==> src/rtl/sim_ctrl_mmio.sv <==
// Test-control MMIO responder: TOHOST verdict, console FIFO, cycle counter, watchdog.
// Optional build macro SIMCTRL_MISALIGN_TRAP_EN turns misaligned hits in RUN into FAIL.
module sim_ctrl_mmio #(
   parameter logic [31:0] BASE_ADDR      = 32'h0000_0100,
   parameter int unsigned FIFO_DEPTH     = 8,
   parameter int unsigned TIMEOUT_CYCLES = 1000
) (
   input  logic        clk,
   input  logic        reset,
   input  logic        req_valid,
   input  logic        req_write,
   input  logic [31:0] req_addr,
   input  logic [31:0] req_wdata,
   output logic        rsp_valid,
   output logic [31:0] rsp_rdata,
   output logic        con_valid,
   input  logic        con_ready,
   output logic [7:0]  con_data,
   output logic        done,
   output logic        pass,
   output logic [30:0] fail_code,
   output logic        timeout
);

   localparam int AW = $clog2(FIFO_DEPTH);
   localparam logic [AW-1:0] PTR_ONE  = 1;
   localparam logic [AW:0]   CNT_ONE  = 1;
   localparam logic [AW:0]   CNT_FULL = (AW+1)'(FIFO_DEPTH);
   localparam logic [31:0]   TO_LAST  = TIMEOUT_CYCLES - 32'd1;

   typedef enum logic [1:0] {
      ST_RUN     = 2'b00,
      ST_PASS    = 2'b01,
      ST_FAIL    = 2'b10,
      ST_TIMEOUT = 2'b11
   } state_e;

   state_e        state_q, state_d;
   logic [30:0]   fail_q, fail_d;
   logic [31:0]   cyc_q, cyc_d;
   logic          rsp_valid_q;
   logic [31:0]   rsp_rdata_q, rsp_rdata_d;
   logic [AW-1:0] wr_ptr_q, wr_ptr_d;
   logic [AW-1:0] rd_ptr_q, rd_ptr_d;
   logic [AW:0]   cnt_q, cnt_d;
   logic          ovf_q, ovf_d;
   logic          mis_q, mis_d;
   logic [7:0]    mem [FIFO_DEPTH];

   logic        hit, misal, trap, wr_hit, rd_hit;
   logic        tohost_we, con_we;
   logic        full, empty, push, pop;
   logic [1:0]  sel;
   logic [7:0]  cnt8;
   logic [31:0] status, rdata;

   assign hit   = req_valid && (req_addr[31:4] == BASE_ADDR[31:4]);
   assign misal = hit && (req_addr[1:0] != 2'b00);
   assign sel   = req_addr[3:2];

`ifdef SIMCTRL_MISALIGN_TRAP_EN
   assign trap = misal && (state_q == ST_RUN);
`else
   assign trap = 1'b0;
`endif

   assign wr_hit    = hit && req_write && !trap;
   assign rd_hit    = hit && !req_write;
   assign tohost_we = wr_hit && (sel == 2'd0);
   assign con_we    = wr_hit && (sel == 2'd1);

   assign full  = (cnt_q == CNT_FULL);
   assign empty = (cnt_q == '0);
   assign pop   = !empty && con_ready;
   // A full FIFO still takes a byte when the head leaves in the same cycle.
   assign push  = con_we && (!full || pop);

   always_comb begin
      state_d = state_q;
      fail_d  = fail_q;
      if (state_q == ST_RUN) begin
         if (trap) begin
            state_d = ST_FAIL;
            fail_d  = '1;
         end else if (tohost_we && req_wdata == 32'd1) begin
            state_d = ST_PASS;
         end else if (tohost_we && req_wdata[0]) begin
            state_d = ST_FAIL;
            fail_d  = req_wdata[31:1];
         end else if (TIMEOUT_CYCLES != 0 && cyc_q == TO_LAST) begin
            state_d = ST_TIMEOUT;
         end
      end
   end

   always_comb begin
      cyc_d = cyc_q;
      if (state_q == ST_RUN && cyc_q != 32'hFFFF_FFFF) begin
         cyc_d = cyc_q + 32'd1;
      end
   end

   assign cnt8   = 8'(cnt_q);
   assign status = {16'h0, cnt8, 3'b000, mis_q, ovf_q, full, state_q};

   always_comb begin
      rdata = 32'h0;
      case (sel)
         2'd2:    rdata = cyc_q;
         2'd3:    rdata = status;
         default: rdata = 32'h0;
      endcase
`ifdef SIMCTRL_MISALIGN_TRAP_EN
      if (misal) rdata = 32'h0;
`endif
      rsp_rdata_d = rd_hit ? rdata : rsp_rdata_q;
   end

   always_comb begin
      wr_ptr_d = push ? wr_ptr_q + PTR_ONE : wr_ptr_q;
      rd_ptr_d = pop  ? rd_ptr_q + PTR_ONE : rd_ptr_q;
      cnt_d    = cnt_q;
      case ({push, pop})
         2'b10:   cnt_d = cnt_q + CNT_ONE;
         2'b01:   cnt_d = cnt_q - CNT_ONE;
         default: cnt_d = cnt_q;
      endcase
      ovf_d = ovf_q | (con_we && full && !pop);
      mis_d = mis_q | misal;
   end

   always_ff @(posedge clk) begin
      if (!reset) begin
         state_q     <= ST_RUN;
         fail_q      <= '0;
         cyc_q       <= '0;
         rsp_valid_q <= 1'b0;
         rsp_rdata_q <= '0;
         wr_ptr_q    <= '0;
         rd_ptr_q    <= '0;
         cnt_q       <= '0;
         ovf_q       <= 1'b0;
         mis_q       <= 1'b0;
      end else begin
         state_q     <= state_d;
         fail_q      <= fail_d;
         cyc_q       <= cyc_d;
         rsp_valid_q <= rd_hit;
         rsp_rdata_q <= rsp_rdata_d;
         wr_ptr_q    <= wr_ptr_d;
         rd_ptr_q    <= rd_ptr_d;
         cnt_q       <= cnt_d;
         ovf_q       <= ovf_d;
         mis_q       <= mis_d;
      end
   end

   always_ff @(posedge clk) begin
      if (push) mem[wr_ptr_q] <= req_wdata[7:0];
   end

   assign rsp_valid = rsp_valid_q;
   assign rsp_rdata = rsp_rdata_q;
   assign con_valid = !empty;
   assign con_data  = empty ? 8'h00 : mem[rd_ptr_q];
   assign done      = (state_q != ST_RUN);
   assign pass      = (state_q == ST_PASS);
   assign timeout   = (state_q == ST_TIMEOUT);
   assign fail_code = fail_q;

endmodule

==> config.mk <==
export PLATFORM = sky130hd
export DESIGN_NAME = sim_ctrl_mmio
export DESIGN_NICKNAME = d
export VERILOG_FILES = /design/src/rtl/sim_ctrl_mmio.sv
export SDC_FILE = /design/constraint.sdc
export NUM_CORES = 1
export LEC_CHECK = 0
export CAP_MARGIN = 10
export CORE_UTILIZATION = 50
export CTS_BUF_LIST = sky130_fd_sc_hd__clkbuf_4
export DETAILED_ROUTE_END_ITERATION = 7
export PLACE_DENSITY = 0.83
export SLEW_MARGIN = 20
export SYNTH_ARGS = -nofsm -noshare
export SYNTH_HDL_FRONTEND = slang
export SYNTH_SLANG_ARGS = --single-unit
==> constraint.sdc <==
create_clock -name clk -period 4.4 [get_ports clk]
set_input_delay 1.32 -clock clk [delete_from_list [all_inputs] [get_ports clk]]
set_output_delay 1.32 -clock clk [all_outputs]
set_load 0.02 [all_outputs]
### Yosys cells after proc, flatten, opt, wreduce, memory -nomap -nowiden

Memory sizes are Yosys's and may differ from the RTL's. A register that Yosys moved wholly into a read port is not among the register bits.
Index checks and enable logic that the tools add are counted.

* bits in writable memories: 64
* bits of input ports: 69
* bits in registers: 110
* memories: 1
* output and inout bits: 76

Memories
* mem: words 8, bits a word 8, read ports 1, clocked after memory_dff 1, write ports 1, line 48 `logic [7:0] mem [FIFO_DEPTH];`

* equality and inequality tests: 12
* multiplexer cells: 10
* $add $sub $neg: 5
* reduce and logical (&&, ||, !) cells: 27
* bitwise gates (word level): 3

Operator list (number)
* 32-bit one-hot mux with 2 select lines: 1
* 32-bit by 1-bit adder with 32-bit output (second input constant): 1
* 32-bit by 1-bit equality test with 1-bit output (second input constant): 1
* 32-bit by 10-bit equality test with 1-bit output (second input constant): 1
* 32-bit != test (second input constant): 1
* 28-bit by 5-bit equality test with 1-bit output (second input constant): 1
* 1-bit logical AND: 13
* 2-bit equality test (second input constant): 4
* 8-bit two-way mux: 1
* 4-bit one-hot mux with 2 select lines: 1
* 3-bit by 1-bit adder with 3-bit output (second input constant): 2
* 2-bit by 1-bit equality test with 1-bit output (second input constant): 3
* 2-bit two-way mux: 3
* 3-bit two-way mux: 2
* 2-bit nonzero test: 3
* 4-bit by 1-bit adder with 4-bit output (second input constant): 1
* 4-bit equality test (second input constant): 1
* 1-bit zero test: 4
* 2-bit zero test: 2
* 4-bit zero test: 1
* 4-bit by 1-bit subtractor with 4-bit output (second input constant): 1
* 3-bit AND reduction: 1
* 3-bit nonzero test: 1
* 1-bit two-way mux: 2
* other kinds (4): 5

### Logic depth before layout (Yosys ltp)

* depth in word-level cells: 7
* depth in mapped cells: 12
* depth with buffers taken out: 11

### Least setup slack after synthesis

OpenSTA, ideal clock, no wires.

* path kind: input-to-reg
* start point: input req_addr[20]
* end point: memory mem[6][0], enable pin
* buffers on the path: 0
* data arrival time: 3.247 ns
* slack: 0.768 ns
* cell stages on the path: 5
* library setup time: 0.385 ns
* data required time: 4.015 ns
* cell sequence: nor4b_1 > nand4_1 > nor4_2 > nand2_1 > nor3b_1

* word-level cells in the longest chain between the ends: 7

Ends and longest elaborated chain
* start: declaration: line 12 `input logic [31:0] req_addr,`
* 28-bit by 5-bit equality test with 1-bit output: line 57 `assign hit = req_valid && (req_addr[31:4] == BASE_ADDR[31:4]);`
* 1-bit logical AND: line 57
* 1-bit logical AND: line 67 `assign wr_hit = hit && req_write && !trap;`
* 1-bit logical AND: line 70 `assign con_we = wr_hit && (sel == 2'd1);`
* 1-bit logical AND: line 76 `assign push = con_we && (!full || pop);`
* 1-bit two-way mux: line 159 `if (push) mem[wr_ptr_q] <= req_wdata[7:0];`
* 1-bit two-way mux (implied by the code): line 159
* end: declaration: line 48

No other way between the ends.

==> out/metrics.cfg <==
[timing]
slew-limit-headroom_pct=47.03
hold_viol=0
finalSetupViolCount=0
finalCritPeriodShare_pct=88.44
setup-tns-final_ps=0
min_period_ps=3892
rsz0062_at_grt=no
drv_slew=0
fmax_ghz=0.2570
finClkSkew_ps=18.54
worstMarginPinSlew_ps=787.3

[synth]
synth_edf_count=64
ys_async_sr_fraction_pct=0
synthTopCellsByArea=dfxtp_1 29%, edfxtp_1 25%, a21oi_1 5.0%
synth-main-ff-cell=dfxtp_1
yosys.cell_types.count=60
avgSynthCellArea_um2=10.40
synthesis.area_um2=7780
yosysWarnings=0
postSynthNetCount=823
netlist.area_leader.share_pct=29.08
synth-seq-area-share_pct=53.78
synth_top_area_cell=dfxtp_1
synth_seq_cells=177
synthCells=748

[setup_path]
start_kind=flip-flop
critPathMaxFanout=16
worstPathRequired_ps=3080
r2r_setup_slack_ps=1690
cp_cell_sequence=mux4_2 -> mux2i_1 -> nor2_1 -> clkdlybuf4s50_1
path_delay_family=flip-flops
reg2regPathDepth=11
r2r_end=cnt_q[3]$_SDFFE_PN0P_
cp-endpoint=con_data[0]
crit_cells=4
r2r_start=cnt_q[0]$_SDFFE_PN0P_
max_stage_delay_ps=810
cp-end-kind=output pin
arrival_ps=2570
cp_slowest_cell=dfxtp_1
crit_type=flip-flop to output pin
path_buf_inv=1

[place]
dpl-instance-area_um2=9492
dp_hpwl_um=13750
routabilityCongestion=0.8548
port_buffers=144

[routing]
routed_wirelength_um=18970
drtIter0Drc=308
drc_errors=0
first_pass_iters=8
wire_per_inst_um=17.39
via_per_inst=5.836
final_antenna_net_count=0
num_vias=6367

[floorplanning]
initial_core_util_pct=51.18
io_pins=145
dieArea_um2=16060
die_w_um=126.7
core-area_um2=15200
rows=45
die_y_um=126.7

[power_and_ir_drop]
powerDensity_nw_per_um2=273.1
power.total_mw=2.661
p_leak_nw=3.103
peakVddDrop_uv=149.6

[clocking]
postCtsResizedCells=0
numClockSinks=177
cts_max_path_buffers=2
htreeDepth=4
path_clk_slew_ps=130
clock_latency_ps=580
cts_inserted_buffers=17
cts_setup_buffers=0
cts_hold_repair.buffers=0
cts_tree=yes
cts_root_buffer=clkbuf_4

[grt]
antenna_found_initial=1
first_global_vias=6095
grt_remaining_overflow=0
grt_max_degree=44
grt_pass1_wl_um=30460
grt_usage_pct=24.40

[finish]
synthToLayoutAreaGrowth_pct=25.27
final_common_cell=clkdlybuf4s50_1
final_core_util_pct=64.11
drive_gt1_share_pct=11.97
fin_area_um2=9746
nNetsFinal=964
final_cell_mix=144 x clkdlybuf4s50_1, 113 x dfxtp_1, 76 x a21oi_1, 68 x nand2_1, 64 x edfxtp_1
fillCellCount=1244

[hold_path]
hp-class=flip-flop to flip-flop
worstHoldStart=rsp_rdata[9]$_SDFFE_PN0P_

[run_status]
status=finished, final reports clean

[job]
max_cap_violations=0

==> sequential cells by signal (all words and copies together), names as in the netlist, named ones only <==
name       cells
ovf_q          1
rd_ptr_q       3
wr_ptr_q       3
cyc_q         32
state_q        2
cnt_q          4
mis_q          1
mem           64
rsp_valid      1
fail_code     31
rsp_rdata     32
==> area by class of cell <==
cell class | count | area [µm²] | share of cell area, %
antenna | 1 | 2.502 | 0.02568
multi-input combinational | 508 | 3368 | 34.56
inverter | 12 | 45.04 | 0.4622
clock buffer | 19 | 142.6 | 1.464
sequential | 177 | 4184 | 42.93
clock inverter | 13 | 108.9 | 1.117
tap | 188 | 235.2 | 2.414
timing repair buffer | 173 | 1659 | 17.02
==> how the worst min path moves through the flow <==
| stage | endpoint | slack (ps) | cells after the start |
|---|---|---|---|
| 4_1_cts | rsp_rdata[2]$_SDFFE_PN0P_ | 460 | 2 |
| 2_1_floorplan | ovf_q$_SDFF_PN0_ | 430 | 2 |
| 5_1_grt | rsp_rdata[2]$_SDFFE_PN0P_ | 470 | 2 |
| 3_5_place_dp | rsp_rdata[2]$_SDFFE_PN0P_ | 440 | 2 |
| 3_3_place_gp | rsp_rdata[2]$_SDFFE_PN0P_ | 440 | 2 |
| 6_report | rsp_rdata[9]$_SDFFE_PN0P_ | 460 | 2 |
==> logic make-up (layout without fill, tap and decap cells) <==
kind of cell	count (synthesis)	in the layout	share of synthesized area, %
muxes	46	46	8.604
buffers and inverters	63	217	3.200
and+or+nand+nor	294	294	20.92
other	0	1	0
adders and majority gates	6	6	1.061
AOI/OAI and AO/OA	145	145	10.52
xor gates and xnor gates	17	17	1.914
DFF	177	177	53.78
==> cells in the mapped netlist (2+ instances only) <==
| master | number |
|---|---|
| dfxtp_1 | 113 |
| a21oi_1 | 77 |
| nand2_1 | 68 |
| edfxtp_1 | 64 |
| nand3_1 | 44 |
| nand4_1 | 44 |
| clkbuf_1 | 43 |
| o21ai_0 | 39 |
| nor2_1 | 36 |
| mux2i_1 | 23 |
| nor4_1 | 20 |
| mux4_2 | 16 |
| xnor2_1 | 14 |
| or3_1 | 13 |
| nand2b_1 | 12 |
| nor3_1 | 11 |
| and4_1 | 9 |
| inv_1 | 9 |
| mux2_2 | 7 |
| or4_1 | 6 |
| ha_1 | 5 |
| nor4_2 | 5 |
| o21ai_1 | 5 |
| buf_2 | 4 |
| nor3b_1 | 4 |
| nor4b_1 | 4 |
| o211ai_1 | 4 |
| o31ai_1 | 4 |
| and2_1 | 3 |
| buf_1 | 3 |
| nor2b_1 | 3 |
| or2_2 | 3 |
| xor2_1 | 3 |
| a211oi_1 | 2 |
| inv_2 | 2 |
| o41ai_1 | 2 |
==> report_power, final <==
group / total [mW] / internal (mW) / switching [mW]
clock network: 0.822 / 0.246 / 0.576
registers: 1.70 / 1.70 / 0.00294
logic: 0.141 / 0.0704 / 0.0704
==> through the flow <==
| stage | hold WS, ps | setup slack [ps] | std cells |
|---|---|---|---|
| after CTS | 460.6 | 440.1 | 1090 |
| after floorplan | 431.3 | 767.5 | 748 |
| after global routing | 469.9 | 348.2 | 1091 |
| after detailed placement | 442.1 | 179.1 | 1058 |
| after global placement | 438.6 | 341.3 | 1058 |
| final | 460.8 | 508.5 | 1091 |
==> routing by layer <==
layer  GRT usage [%]  part of all wire, %
met1           29.90                   42
met4           10.29                  3.3
met5               0                    0
met3           5.609                  4.9
met2           41.53                   49
==> worst reg2reg max path, stage by stage (launching register included) <==
cell      delay [ps]
dfxtp_1          410
nor4_4           630
inv_2             70
and2_4           210
nand2b_1         110
inv_1             80
ha_1             280
a21o_1           110
a21oi_1           70
or3_1            310
mux2i_1          190
mux2i_1          200
No activity file was read; power rests on OpenSTA's default activity.
